[config.mk]
export PLATFORM = sky130hd
export DESIGN_NAME = simple_comparator
export DESIGN_NICKNAME = d
export VERILOG_FILES = /design/src/rtl/simple_comparator_pkg.sv /design/src/rtl/simple_comparator_core.sv /design/src/rtl/simple_comparator.sv
export SDC_FILE = /design/constraint.sdc
export NUM_CORES = 1
export LEC_CHECK = 0
export CORE_AREA = 2 2 39 41
export DETAILED_ROUTE_END_ITERATION = 16
export DIE_AREA = 0 0 41 43
export GPL_TIMING_DRIVEN = 1
export PLACE_DENSITY = 0.66
export SETUP_SLACK_MARGIN = 0.5
export SLEW_MARGIN = 15
export SYNTH_ARGS = -nofsm -noshare
export SYNTH_HDL_FRONTEND = slang
export SYNTH_SLANG_ARGS = --single-unit
[constraint.sdc]
create_clock -name clk -period 1.9 [get_ports clk]
set_input_delay 0.285 -clock clk [delete_from_list [all_inputs] [get_ports clk]]
set_output_delay 0.285 -clock clk [all_outputs]
set_load 0.1 [all_outputs]
[src/rtl/simple_comparator_pkg.sv]
// simple_comparator_pkg: shared compare result encoding and default operand width
package simple_comparator_pkg;

    typedef enum logic [1:0] {
        CMP_NONE,
        CMP_EQ,
        CMP_LT,
        CMP_GT
    } cmp_result_t;

    localparam int DEFAULT_WIDTH = 1;

endpackage

[src/rtl/simple_comparator_core.sv]
// simple_comparator_core: combinational unsigned full-width ordering of a against b
module simple_comparator_core
    import simple_comparator_pkg::*;
#(
    parameter int WIDTH = DEFAULT_WIDTH
) (
    input  logic [WIDTH-1:0] a,
    input  logic [WIDTH-1:0] b,
    output cmp_result_t      result
);

    assign result = (a == b) ? CMP_EQ : (a < b) ? CMP_LT : CMP_GT;

endmodule

[src/rtl/simple_comparator.sv]
// simple_comparator: registered equal/less/greater compare; mismatch counter built only with SIMPLE_COMPARATOR_STATS_EN
module simple_comparator
    import simple_comparator_pkg::*;
#(
    parameter int WIDTH = DEFAULT_WIDTH,
    parameter int CNT_W = 16
) (
    input  logic             clk,
    input  logic             rst_n,
    input  logic             in_valid,
    input  logic [WIDTH-1:0] input_a,
    input  logic [WIDTH-1:0] input_b,
    output logic             out_valid,
    output logic             res,
    output logic             res_lt,
    output logic             res_gt,
    output logic [CNT_W-1:0] mismatch_cnt
);

    cmp_result_t cmp;

    simple_comparator_core #(.WIDTH(WIDTH)) u_core (
        .a     (input_a),
        .b     (input_b),
        .result(cmp)
    );

    // Capture one-hot flags on each accepted compare and hold them while idle
    always_ff @(posedge clk or negedge rst_n) begin
        if (!rst_n) begin
            out_valid <= 1'b0;
            res       <= 1'b0;
            res_lt    <= 1'b0;
            res_gt    <= 1'b0;
        end else begin
            out_valid <= in_valid;
            if (in_valid) begin
                res    <= cmp == CMP_EQ;
                res_lt <= cmp == CMP_LT;
                res_gt <= cmp == CMP_GT;
            end
        end
    end

`ifdef SIMPLE_COMPARATOR_STATS_EN
    // Saturating count of accepted compares whose operands differ
    always_ff @(posedge clk or negedge rst_n) begin
        if (!rst_n)
            mismatch_cnt <= '0;
        else if (in_valid && cmp != CMP_EQ && mismatch_cnt != {CNT_W{1'b1}})
            mismatch_cnt <= mismatch_cnt + 1'b1;
    end
`else
    assign mismatch_cnt = '0;
`endif

endmodule

==> reports/metrics.cfg <==
[clock_network]
clockBufferDepth = 2
htreeDepth = 1
cts_hold_buffers = 0
clock_sink_count = 4
cts.clk_slew.worst_paths_ns = 0.04
tritoncts_clock_tree = built
numCtsBuffers = 3
insertion_delay_ns = 0.23
cts-resized-gates = 0
clock_root_cell = clkbuf_4
setup_fix_buffers_added_after_clock_tree_synthesis = 0

[detailed_routing]
detail_route.vias_per_cell = 2.94
postRouteAntennaNets = 0
drt_first_pass_iters = 1
drt_total_wl_um = 367
drt_drc_violations_left = 0
first_drt_iteration_drcs = 0
avgRoutedWirePerCell_um = 6.80
routed-via-count = 159

[pwr]
power.static_leakage_nw = 0.190
power_frac_seq = 0.227
power.switching_fraction = 0.562
power_report.internal_total_mw = 0.189
power_density_of_the_placed_cells_mw_per_mm2 = 1270
power.combinational.fraction = 0.539
net-switching-power_mw = 0.242
clock_power_share = 0.233
vdd_ir_drop_max_mv = 0.230

[cells_and_area]
seq_area_um2 = 100
finish.net_count = 47
combined_area_of_the_multi_input_logic_cells_um2 = 119
post-route-util = 0.245
antenna-diode-count = 0
area_growth_pct = 16.8
ratio_of_cells_with_drive_above_1_in_the_final_layout = 0.263
stdcell_area_um2 = 339
fillerInstances = 158

[timing]
grt_setup_unrepaired = no
clock_skew_ns = 0
maxSlewViolCount = 0
min_period_over_period = 0.649
finalSetupViolations = 0
fin_tns_setup_ns = 0
achievable-frequency_ghz = 0.811
final_hold_viol_count = 0
timing.final.crit_period_ns = 1.23

[grt]
first_global_vias = 140
largest_net_degree_at_the_start_of_global_routing = 5
sum_of_overflow_across_all_layers_after_global_routing = 0
global_route.usage.total = 0.0553
number_of_antenna_violations_at_the_first_check_in_global_routing = 0
grt_pass1_wl_um = 524

[die]
top_level_ports = 25
core_mm2 = 0.00138
die_area_mm2 = 0.00176
core.rowCount = 14
die_width_um = 41
chipHeight_um = 43
start_util = 0.210

[critical_path]
cp_data_required_time_ns = 2.01
path_cells = clkdlybuf4s50_1 -> inv_1 -> ha_1 -> mux2_2
critical_path_class = input pin to register
critPathSlowestCell = clkdlybuf4s50_1
critical_path.endpoint_type = register
cp-start-kind = input pin
crit_path_max_fanout = 2
timing.critical_path.arrival_ns = 1.34
crit_path_max_incr_delay_ns = 0.48

[synthesis]
syn_avg_cell_area_um2 = 10.4
post_synth_inst_count = 28
netlist_area_um2 = 290
synth-seq-cells = 4
synth.yosys.seq_area_share = 0.345
synth.distinct_cells = 6
synth.yosys.warnings = 0

[worst_hold_path]
hp-class = input pin to async pin

[placement]
dp_hpwl_um = 321
post_dp_cell_area_um2 = 317
buffer_ports.inserted = 8
globalplace.congestion = 0.456

[job]
max-cap-violations = 0

[status]
outcome = finished, final reports clean

[cells in the mapped netlist]
library cell	count	area share
inv_1	2	0.026
conb_1	1	0.013
buf_4	16	0.41
dfrtp_1	4	0.34
ha_1	2	0.086
mux2_2	3	0.12
[per-stage QoR]
step	power, mW	setup WS, ns	hold slack [ns]	std cells
after global routing	0.453	0.638	0.265	54
after floorplan	0.329	0.644	-0.0106	43
final	0.431	0.667	0.256	54
after detailed placement	0.332	0.427	0.499	51
after CTS	0.438	0.670	0.250	54
after global placement	0.331	0.438	0.496	51
[power by group through the flow]
| stage | Sequential, mW | Combinational (mW) | Clock [mW] |
|---|---|---|---|
| final | 0.0979 | 0.233 | 0.101 |
| after global routing | 0.0985 | 0.239 | 0.115 |
| after CTS | 0.0979 | 0.233 | 0.108 |
| after detailed placement | 0.0990 | 0.233 | 0 |
| after global placement | 0.0984 | 0.232 | 0 |
| after floorplan | 0.158 | 0.172 | 0 |
[layer usage]
layer	vias to the layer above	track usage	share of wire
met1	73	0.0323	0.25
met2	13	0.0750	0.54
met3	0	0.0628	0.20
met4	0	0.0600	0
met5	-	0	0
li1	73	-	-
[flip-flops by register name, summed over array words and instances (netlist names)]
signal,flops
out_valid,1
res,1
res_gt,1
res_lt,1
[cells by family after synthesis]
| kind of cell | after synthesis | synth area share |
|---|---|---|
| multiplexers | 3 | 0.116 |
| flip-flops | 4 | 0.345 |
| other | 1 | 0.0129 |
| adder cells (fa/ha/maj) | 2 | 0.0862 |
| buffers and inverters | 18 | 0.440 |
[cell usage in the layout (no fill, tap or decap), drive strengths merged]
| cell | synthesis | final |
|---|---|---|
| conb | 1 | 16 |
| clkdlybuf4s50 | 0 | 4 |
| dfrtp | 4 | 4 |
| buf | 16 | 4 |
| mux2 | 3 | 3 |
| clkbuf | 0 | 3 |
| inv | 2 | 2 |
| ha | 2 | 2 |
[critical path: cells and delay by family]
| kind | cells | cell delay (ns) |
|---|---|---|
| multiplexers | 1 | 0.26 |
| adder cells (fa/ha/maj) | 1 | 0.27 |
| buffers and inverters | 2 | 0.53 |
[final timing paths]
| check | from | endpoint | slack [ns] | cells after the start |
|---|---|---|---|---|
| max in group asynchronous | rst_n | res | 1.48 | 1 |
| min reg2reg | res_lt | res_lt | 0.51 | 1 |
| max reg2reg | res_gt | res_gt | 1.14 | 1 |
| min in group clk | res_lt | res_lt | 0.51 | 1 |
| max | input_a | res | 0.67 | 4 |
| min | rst_n | out_valid | 0.26 | 1 |
[cell type report]
| class | count | share of cell area |
|---|---|---|
| multi-input cells | 21 | 0.351 |
| flip-flops and latches | 4 | 0.295 |
| repair buffers | 8 | 0.207 |
| clock buffers | 3 | 0.0664 |
| inverters | 2 | 0.0221 |
| well taps | 16 | 0.0590 |
No activity file was read; power rests on OpenSTA's default activity.
==> edit: new RTL, same settings <==
Set the parameter `CNT_W` to 20 (it was 16).
--- a/src/rtl/simple_comparator.sv
+++ b/src/rtl/simple_comparator.sv
@@ -3,7 +3,7 @@
     import simple_comparator_pkg::*;
 #(
     parameter int WIDTH = DEFAULT_WIDTH,
-    parameter int CNT_W = 16
+    parameter int CNT_W = 20
 ) (
     input  logic             clk,
     input  logic             rst_n,
Interface: changed (resized mismatch_cnt); port bits go from 25 to 29. No check against the original RTL was run, so the function may have changed too.
==> edit against the unedited design <==
Final area grew 4.4%; sequential power is essentially flat; largest power group unchanged; critical path type unchanged; clock skew is the same; area after synthesis grew 10%; core utilization grew 1.1 points; non-clock buffer count is the same; sequential cell count is the same; highest routed layer unchanged; worst setup slack is essentially flat; routed wire length grew 7.1%; total power grew 8.1%; critical path depth is the same; count of clock-buffer cells in the layout is the same.
==> edit: results (changes against the unedited design) <==
| Metric | Value |
|---|---|
| Nets | `51 (+8.5%)` |
| Psw | `277 µW (+14%)` |
| Number of setup buffers added after CTS | `0 (unchanged)` |
| Slowest stage delay, CP | `a little under 0.5 ns` |
| TritonCTS Buffers | `3 (unchanged)` |
| Register area share after synthesis | `31.3% (-3.2 points)` |
| Worst-Skew Late Latency | `0.23 ns (about the same)` |
| Largest net degree at the start of global routing | `5 (unchanged)` |
| Hold WS | `0.257 ns (+0.00107 ns)` |
| First DRT Iteration DRCs | `2 (+2)` |
| Main synth FF type | `dfrtp_1` |
| Initial antenna violation count | `0 (unchanged)` |
| Cells after DPL | `55 (+7.8%)` |
| P_comb | `267 µW (+15%)` |
| Compound-Gate Fraction of Synth Area | `0% (unchanged)` |
| Number of port buffers | `8 (unchanged)` |
| Pre-CTS setup slack | `0.430 ns (+0.00328 ns)` |
| Clock share of power | `21.8% (-1.5 points)` |
| Pwr/cell area | `1320 nW/µm² (+3.6%)` |
| Asr flop ratio synth | `100% (unchanged)` |
| Status | `finished clean` |
| Max-Cap Viols | `0 (unchanged)` |
| Number of H-tree levels | `1 (unchanged)` |
| Vias in the first global route | `136 (-2.9%)` |
| Filler-free cell count of the finished design | `58 (+7.4%)` |
| WL/cell | `6.78 µm (-0.30%)` |
| Max clock buf depth | `2 (unchanged)` |
| Ant. Diodes | `0 (unchanged)` |
| Crit path from | `input_a` |
| Worst clock skew | `0 ns (unchanged)` |
| Maximum VDD drop | `0.236 mV (+2.8%)` |
| Delay-heaviest family, CP | `buffers and inverters` |
| Layout cells sized above 1 | `23.8% (-2.5 points)` |
| Leakage power | `0.000203 µW (+6.8%)` |
| Fill cell count | `149 (-5.7%)` |
| Avg Vias per Cell | `2.93 (-0.46%)` |
| Cell area after layout | `354 µm² (+4.4%)` |
| GRT Util Overall | `5.12% (-0.41 points)` |
| Placer Congestion | `0.488 (+7.1%)` |
| First-pass DRT Iterations | `2 (+1)` |
| Reg2reg path depth | `1 (unchanged)` |
| Setup TNS | `0 ns (unchanged)` |
| CTS Root Cell | `clkbuf_4` |
| Synth Area in XOR/XNOR | `0% (unchanged)` |
| Syn_area_per_cell | `10.0 µm² (-3.4%)` |
| Worst r2r src | `res` |
| Post-Synth Adder-Cell Area | `7.81% (-0.81 points)` |
| Cell Area, Placed | `332 µm² (+4.7%)` |
| Hold WC Path Type | `input pin to async pin` |
| Crit Path Max Fanout | `2 (unchanged)` |
| Most frequent cells after synthesis | `buf_4 (20), dfrtp_1 (4), mux2_2 (3)` |
| Post-CTS sizing | `0 (unchanged)` |
| Detail Placement HPWL | `341 µm (+6.5%)` |
| Worst EP arrival | `1.34 ns (about the same)` |
| Mux contribution to synthesized area | `10.5% (-1.1 points)` |
| Area contributors post-synth | `buf_4 (47%), dfrtp_1 (31%), mux2_2 (11%), ha_1 (7.8%), inv_1 (2.3%)` |
| Post-synth EDFFs | `0 (unchanged)` |
| First-pass GRT wire length | `503 µm (-4.0%)` |
| Yosys warns | `0 (unchanged)` |
==> edit: cell types whose count changed in the layout (fill, tap and decap cells not counted), sizes merged <==
| cell | change |
|---|---|
| conb | +4 |
==> edit: path summary, 6_finish.rpt <==
path                       endpoint
setup reg to reg                res
hold reg to reg              res_lt
setup / recovery                res
max in group asynchronous    res_gt
min in group clk             res_lt
hold / removal               res_lt
==> edit: routing by layer <==
layer / global-route usage, % / routed length [µm] / vias up / share of wire, %
met2: 7.81 / 222 / 15 / 56
li1: - / - / 77 / -
met5: 0 / 0 / - / 0
met3: 3.14 / 61 / 0 / 16
met4: 8.00 / 0 / 0 / 0
met1: 2.57 / 108 / 78 / 27
==> edit: area by class of cell <==
class | instances | area share (%)
multi-input cells | 25 | 37.8
flip-flops and latches | 4 | 28.3
clock buffers | 3 | 6.36
well taps | 16 | 5.65
inverters | 2 | 2.12
repair buffers | 8 | 19.8
